===== src/rtl/max_int64_stream.sv =====
// Streaming signed-max reducer: one result (max, index, count, overflow) per
// valid/ready packet, built around the gt_int_nbit signed comparator.

module gt_int_nbit #(
    parameter int unsigned WIDTH     = 64,
    parameter int unsigned IMPL_TYPE = 0
) (
    input  logic [WIDTH-1:0] a,
    input  logic [WIDTH-1:0] b,
    output logic             gt_c
);
    generate
        if (IMPL_TYPE == 0) begin : g_signed
            assign gt_c = $signed(a) > $signed(b);
        end else begin : g_bias
            // Flipping the sign bits maps two's complement order onto unsigned order
            assign gt_c = {~a[WIDTH-1], a[WIDTH-2:0]} > {~b[WIDTH-1], b[WIDTH-2:0]};
        end
    endgenerate
endmodule

module max_int64_stream #(
    parameter int unsigned WIDTH     = 64,
    parameter int unsigned IDX_WIDTH = 16,
    parameter int unsigned IMPL_TYPE = 0
) (
    input  logic                 clk,
    input  logic                 rst,
    input  logic                 in_valid,
    output logic                 in_ready,
    input  logic [WIDTH-1:0]     in_data,
    input  logic                 in_last,
    output logic                 out_valid,
    input  logic                 out_ready,
    output logic [WIDTH-1:0]     out_max,
    output logic [IDX_WIDTH-1:0] out_idx,
    output logic [IDX_WIDTH-1:0] out_count,
    output logic                 out_ovf
);
    typedef enum logic [1:0] {
        S_FIRST = 2'd0,
        S_ACCUM = 2'd1,
        S_DONE  = 2'd2
    } state_t;

    state_t               state_q, state_d;
    logic [WIDTH-1:0]     max_d;
    logic [IDX_WIDTH-1:0] idx_d, cnt_d;
    logic                 ovf_d;
    logic                 ready_d, valid_d;
    logic                 accept_c;
    logic                 gt_c;

    assign accept_c = in_valid & in_ready;

    gt_int_nbit #(
        .WIDTH    (WIDTH),
        .IMPL_TYPE(IMPL_TYPE)
    ) u_gt (
        .a   (in_data),
        .b   (out_max),
        .gt_c(gt_c)
    );

    // Next-state and running-reduction update
    always_comb begin
        state_d = state_q;
        max_d   = out_max;
        idx_d   = out_idx;
        cnt_d   = out_count;
        ovf_d   = out_ovf;
        case (state_q)
            S_FIRST: begin
                if (accept_c) begin
                    max_d   = in_data;
                    idx_d   = '0;
                    cnt_d   = '0;
                    ovf_d   = 1'b0;
                    state_d = in_last ? S_DONE : S_ACCUM;
                end
            end
            S_ACCUM: begin
                if (accept_c) begin
                    cnt_d = IDX_WIDTH'(out_count + 1'b1);
                    if (&out_count) begin
                        ovf_d = 1'b1;
                    end
                    // Strictly greater only, so ties keep the earlier index
                    if (gt_c) begin
                        max_d = in_data;
                        idx_d = cnt_d;
                    end
                    if (in_last) begin
                        state_d = S_DONE;
                    end
                end
            end
            S_DONE: begin
                if (out_valid && out_ready) begin
                    state_d = S_FIRST;
                end
            end
            default: state_d = S_FIRST;
        endcase
        ready_d = (state_d != S_DONE);
        valid_d = (state_d == S_DONE);
    end

    // State, handshake flags and result registers
    always_ff @(posedge clk) begin
        if (rst) begin
            state_q   <= S_FIRST;
            in_ready  <= 1'b1;
            out_valid <= 1'b0;
            out_max   <= '0;
            out_idx   <= '0;
            out_count <= '0;
            out_ovf   <= 1'b0;
        end else begin
            state_q   <= state_d;
            in_ready  <= ready_d;
            out_valid <= valid_d;
            out_max   <= max_d;
            out_idx   <= idx_d;
            out_count <= cnt_d;
            out_ovf   <= ovf_d;
        end
    end
endmodule


===== config.mk =====
export PLATFORM = sky130hd
export DESIGN_NAME = max_int64_stream
export DESIGN_NICKNAME = d
export VERILOG_FILES = /design/src/rtl/max_int64_stream.sv
export SDC_FILE = /design/constraint.sdc
export NUM_CORES = 1
export LEC_CHECK = 0
export ABC_AREA = 1
export ABC_CLOCK_PERIOD_IN_PS = 2840
export BUFFER_PORTS_ARGS = -buffer_cell sky130_fd_sc_hd__buf_2
export CAP_MARGIN = 10
export CORE_ASPECT_RATIO = 0.8
export CORE_MARGIN = 3
export CORE_UTILIZATION = 53
export CTS_CLUSTER_SIZE = 14
export DETAILED_ROUTE_END_ITERATION = 7
export PLACE_DENSITY = 0.84
export SYNTH_ARGS = -nofsm -noshare
export SYNTH_HDL_FRONTEND = slang
export SYNTH_SLANG_ARGS = --single-unit

===== constraint.sdc =====
create_clock -name clk -period 2.84 [get_ports clk]
set_input_delay 0.142 -clock clk [delete_from_list [all_inputs] [get_ports clk]]
set_output_delay 0.142 -clock clk [all_outputs]
set_load 0.02 [all_outputs]

Word-level counts from Yosys, hierarchy flattened. Index checks and enable logic that the tools add are counted.

Input bits: 69. Flip-flop bits (word level): 101. Word-level logic and storage cells: 45.

Bitwise operators: 1. Reductions and logical operators: 7. Equality and inequality tests: 8. $lt $le $gt $ge: 1. Muxes and demuxes: 20. Add/sub/neg operators: 1.

Operator list (number): $mux W64 (3); $pmux W64 S2 (1); $gt A64 B64 Y1 (1); $mux W16 (4); $pmux W16 S2 (2); $add A16 B1 Y16 const B (1); $reduce_and A16 Y1 (1); $mux W2 (5); $ne A2 B2 Y1 const B (5); $reduce_and A4 Y1 (2); $pmux W2 S3 (1); $eq A2 B2 Y1 const B (2); $mux W1 (3); $reduce_and A3 Y1 (1); $eq A2 B1 Y1 const B (1); $logic_not A2 Y1 (1); $pmux W1 S2 (1); $reduce_bool A2 Y1 (1); $and A1 B1 Y1 (1); $logic_and A1 B1 Y1 (1).

Logic depth before layout (Yosys ltp).
Depth in word-level cells: 4. Mapped depth: 23. Mapped depth without buffers: 21.

Modules after synthesis. From an unflattened synthesis, not the netlist that was laid out.

Cell total of the unflattened synthesis: 812. Area total of the unflattened synthesis: 5709.2 um^2.

Modules (own cells, without submodules): max_int64_stream (times used 1, area each 3873.7 um^2, cells an instance 507, seq. area each 2021.9 um^2); gt_int_nbit (times used 1, area each 1835.5 um^2, cells an instance 305, seq. area each 0.0 um^2).

Least setup slack after synthesis. No wires, ideal clock.

Path type: register to register. Start point: register out_max[63]. End point: register out_max[0]. Buffers on the path: 2. Setup slack: 0.583 ns. Stages on the path, launching flop included: 19. Setup time: 0.113 ns. Data arrival time: 2.144 ns. Period minus slack after synthesis: 2.257 ns. Path through: dfxtp_1 -> inv_1 -> ha_1 -> nand2_1 -> inv_1 -> nand3_1 -> nor3_2 -> inv_2 -> nor2_1 -> and2b_1 -> nand2_1 -> nand2_1 -> nand2_1 -> nand3_2 -> nand2_4 -> buf_8 -> buf_4 -> nor2_1 -> nor2_1.

Cells in the longest elaborated chain, start to end: 3.

RTL lines: start, declared (RTL line 35) `output logic [WIDTH-1:0] out_max,`; start signal, assigned (RTL line 123) `out_max <= max_d;`; $gt A64 B64 Y1 (RTL line 14) `assign gt_c = $signed(a) > $signed(b);`; $ne A2 B2 Y1 (no source line); $reduce_and A4 Y1 (no source line).

Every way passes these cells. A chain may end at the register's enable or synchronous reset.

Worst setup path in the final report.
Start point: register out_max[63]. End point: register out_max[6].

The elaborated chain is that of the path after synthesis.

==> out/results.txt <==
The run finished with clean final reports. For the quantity of hold-fixing buffers added after cts, the log shows 0. Setup repair after global routing left no endpoint under its margin. From synthesis to final layout, the design area changed by 20.4%. Grouping stages by cell kind, the critical path spends the most delay in simple AND/OR/NAND/NOR gates. The root buffer cell was sky130_fd_sc_hd__clkbuf_16. The number of nets in the synthesized netlist is 1051. The largest single stage delay on the critical path is 0.36 ns. After synthesis, the share of flip-flops with an asynchronous set or reset is 0%. The tree built by TritonCTS fans out to 101 sinks. The clock passes through at most 2 buffers.

For the arrival time of data at the critical path endpoint, the log shows 2.81 ns. The tools report the type of element capturing the critical path as a flop. At the worst endpoint, the required time is 3.08 ns.

For this run, the register share of the synthesized area comes to 33.8%. Counting I/O delays and the setup requirement, the final critical path takes 2.57 ns. For this block, the via count after detailed routing is 5725.

Across the run, the number of max-cap violations was 0. The most used flip-flop cell after synthesis is sky130_fd_sc_hd__dfxtp_1. Dividing the final minimum period by the clock period gives 90.6%.

Cells fill 65.8% of the core in the end. The clock-pin slew on the worst setup and hold paths came out at 0.07 ns. For this run, design rule violations remaining after detail routing come to 0. The synthesized design spends more area on one cell type than any other, namely sky130_fd_sc_hd__dfxtp_1.

The tools report the highest ir drop seen on vdd as 0.379 mV. The floorplan step defined a die boundary enclosing 12600 um2. The logs give 0 for the leftover overflow at the end of global routing and 23100 um for the global-route wire length before repair. The first-pass detailed-route iteration total was 5; the aggregate negative setup slack was 0 ns. The cell that appears most often on the critical path is sky130_fd_sc_hd__nand2_1. The critical path goes through inv_1, ha_1, nand2_1, inv_1, nand3_1, nor3_2, inv_2, nor2_1, and2b_1, nand2_1, nand3_1, nand3_2, nand2_8, buf_12, nand2_1, nand2_1, nor2_1. Initial antenna violation count: 0.

The highest net fanout along the worst path came out at 46. At the end of routability-driven placement, the weighted congestion stood at 0.823. The HPWL after detailed placement is 10700 um.

After detailed routing, the number of vias per cell comes to 4.69. The floorplan step set the die height to 101 um. The H-tree was split into 3 levels. The die is 125 um wide. Cells with a size suffix above 1 make up 18.5% of the layout. After detailed routing, the average wire length per cell comes to 11.6 um. The Yosys step of the flow raised 0 warnings. Together, buffers and inverters on the worst path number 4. 168 I/O pins were placed. Synthesis produced 917 cells. The run gives 388 MHz as the top achievable clock speed. The clock reaches the later pin of the worst-skew pair after 0.34 ns.

After filler insertion, the fill cell instance count of the layout stands at 1000. The worst pin sits at a relative slew slack of 63.3%. For the pin with the worst max-slew slack, the measured transition is 0.550 ns. The number of setup buffers added after CTS is 0.

The tightest min-delay check is of the primary input to flop type. For the violation count after the first detailed-route iteration, the log shows 305. In the post-synthesis netlist, the biggest area contributors are sky130_fd_sc_hd__dfxtp_1 34%, sky130_fd_sc_hd__nand2_1 15%, sky130_fd_sc_hd__ha_1 14%, sky130_fd_sc_hd__nor2_1 12%, sky130_fd_sc_hd__inv_1 9.9%.

The tools report the number of distinct library cell variants in the gate-level netlist after synthesis as 34. The core outline area is 10900 um2, and the residual antenna-violating net count after detailed routing is 0. The tools report the number of max-slew violations in the final report as 0.

Averaged over all synthesized cells, the footprint is 6.52 um2. The global-route total usage across every layer is 22.0%. The run gives 4.03 nW as the leakage power figure. The category of the critical setup timing path was flop to flop. The most common cell in the synthesized netlist is sky130_fd_sc_hd__nand2_1.

Effective utilization at floorplan: 54.6%. The maximum number of pins on one net before global-route repair came out at 57. The tools report the number of global-route vias before repair as 4987. Buffers placed on the I/O ports in this run total 167. The number of endpoints with negative hold slack in the final report is 0, and the area fraction of the dominant cell type after synthesis is 33.8%. The run gives 0 as the final antenna diode count.

For the final-report setup violation count, the log shows 0. The synthesized design contains 0 enable-type register cells. In this run, CTS created clock tree buffers numbering 9.

The tools report the number of nets at the end of the flow as 1206. The commonest cells after synthesis are 240 x sky130_fd_sc_hd__nand2_1, 193 x sky130_fd_sc_hd__nor2_1, 157 x sky130_fd_sc_hd__inv_1. For this design the ratio of total power to cell area is 644 nW/um2. Worst clock skew on the final layout: 0.0111 ns. STA classifies the critical path startpoint as a flop. TritonCTS built the clock tree. The synthesized design contains 101 register bits.

The routed wire length was 14200 um; the row count was 34. The cell with the biggest individual delay on the critical path was sky130_fd_sc_hd__dfxtp_1. Post-synthesis instance area: 5970 um2.
layer usage:
metal,routed length (um),global-route usage [%],vias to the layer above
li1,-,-,3102
met1,6850,29.7,2448
met2,6070,35.1,158
met3,1000,5.40,17
met4,237,6.49,0
met5,0,0,-
worst paths after layout:
path,startpoint,endpoint,slack (ns),depth (start not counted)
setup / recovery,out_max[63]$_SDFFE_PP0P_,out_max[6]$_SDFFE_PP0P_,0.27,17
hold / removal,in_last,state_q[0]$_SDFF_PP0_,0.01,2
setup reg to reg,out_max[63]$_SDFFE_PP0P_,out_max[6]$_SDFFE_PP0P_,0.27,17
hold reg to reg,out_idx[2]$_SDFFE_PP0P_,out_idx[2]$_SDFFE_PP0P_,0.48,2
sequential cells by signal, indices dropped and copies added (netlist names):
register	cells
out_max	64
out_valid	1
out_count	16
state_q	2
out_idx	16
out_ovf	1
in_ready	1
timing repair:
item                                    in CTS  in global routing
gates resized for setup                      0                  2
endpoints found under the hold margin        0                  0
endpoints found under the setup margin       0                 29
area by class of cell:
| type | instances | area, um2 | area share [%] |
|---|---|---|---|
| multi-input cells | 627 | 3170 | 44.0 |
| flip-flops and latches | 101 | 2020 | 28.1 |
| repair buffers | 175 | 958 | 13.3 |
| inverters | 158 | 593 | 8.24 |
| clock buffers | 9 | 225 | 3.13 |
| well taps | 144 | 180 | 2.50 |
| clock inverters | 6 | 47.5 | 0.661 |
metrics by stage:
step / worst slack (ns) / std cells / hold WS [ns] / total power [mW] / cell area, um2
2_1_floorplan: 0.583 / 917 / 0.211 / 3.03 / 5970
3_3_place_gp: 0.254 / 1204 / 0.368 / 3.44 / 6880
3_5_place_dp: 0.200 / 1204 / 0.371 / 3.48 / 6880
4_1_cts: 0.180 / 1219 / 0.00108 / 4.64 / 7150
5_1_grt: 0.0143 / 1220 / 0.0126 / 5.00 / 7190
6_report: 0.266 / 1220 / 0.0139 / 4.63 / 7190
layout by cell type (no fill, tap or decap), types with 10 or more instances in the layout:
master,instances
sky130_fd_sc_hd__nand2_1,240
sky130_fd_sc_hd__ha_1,65
sky130_fd_sc_hd__a21oi_1,51
sky130_fd_sc_hd__buf_2,167
sky130_fd_sc_hd__inv_1,156
sky130_fd_sc_hd__nand4_1,10
sky130_fd_sc_hd__nand3_1,18
sky130_fd_sc_hd__nor2_1,193
sky130_fd_sc_hd__dfxtp_1,101
sky130_fd_sc_hd__clkbuf_16,10
sky130_fd_sc_hd__o21ai_0,27
logic make-up after synthesis:
kind of cell | synth area share [%]
adders and majority gates | 13.6
DFF | 33.8
and+or+nand+nor | 31.1
buffers and inverters | 13.3
AOI/OAI and AO/OA | 8.10
report_power, final:
| part | switching [mW] | internal [mW] |
|---|---|---|
| combinational | 1.07 | 0.622 |
| sequential | 0.161 | 1.63 |
| clock | 0.553 | 0.598 |
Power figures use the tool's default switching activity.
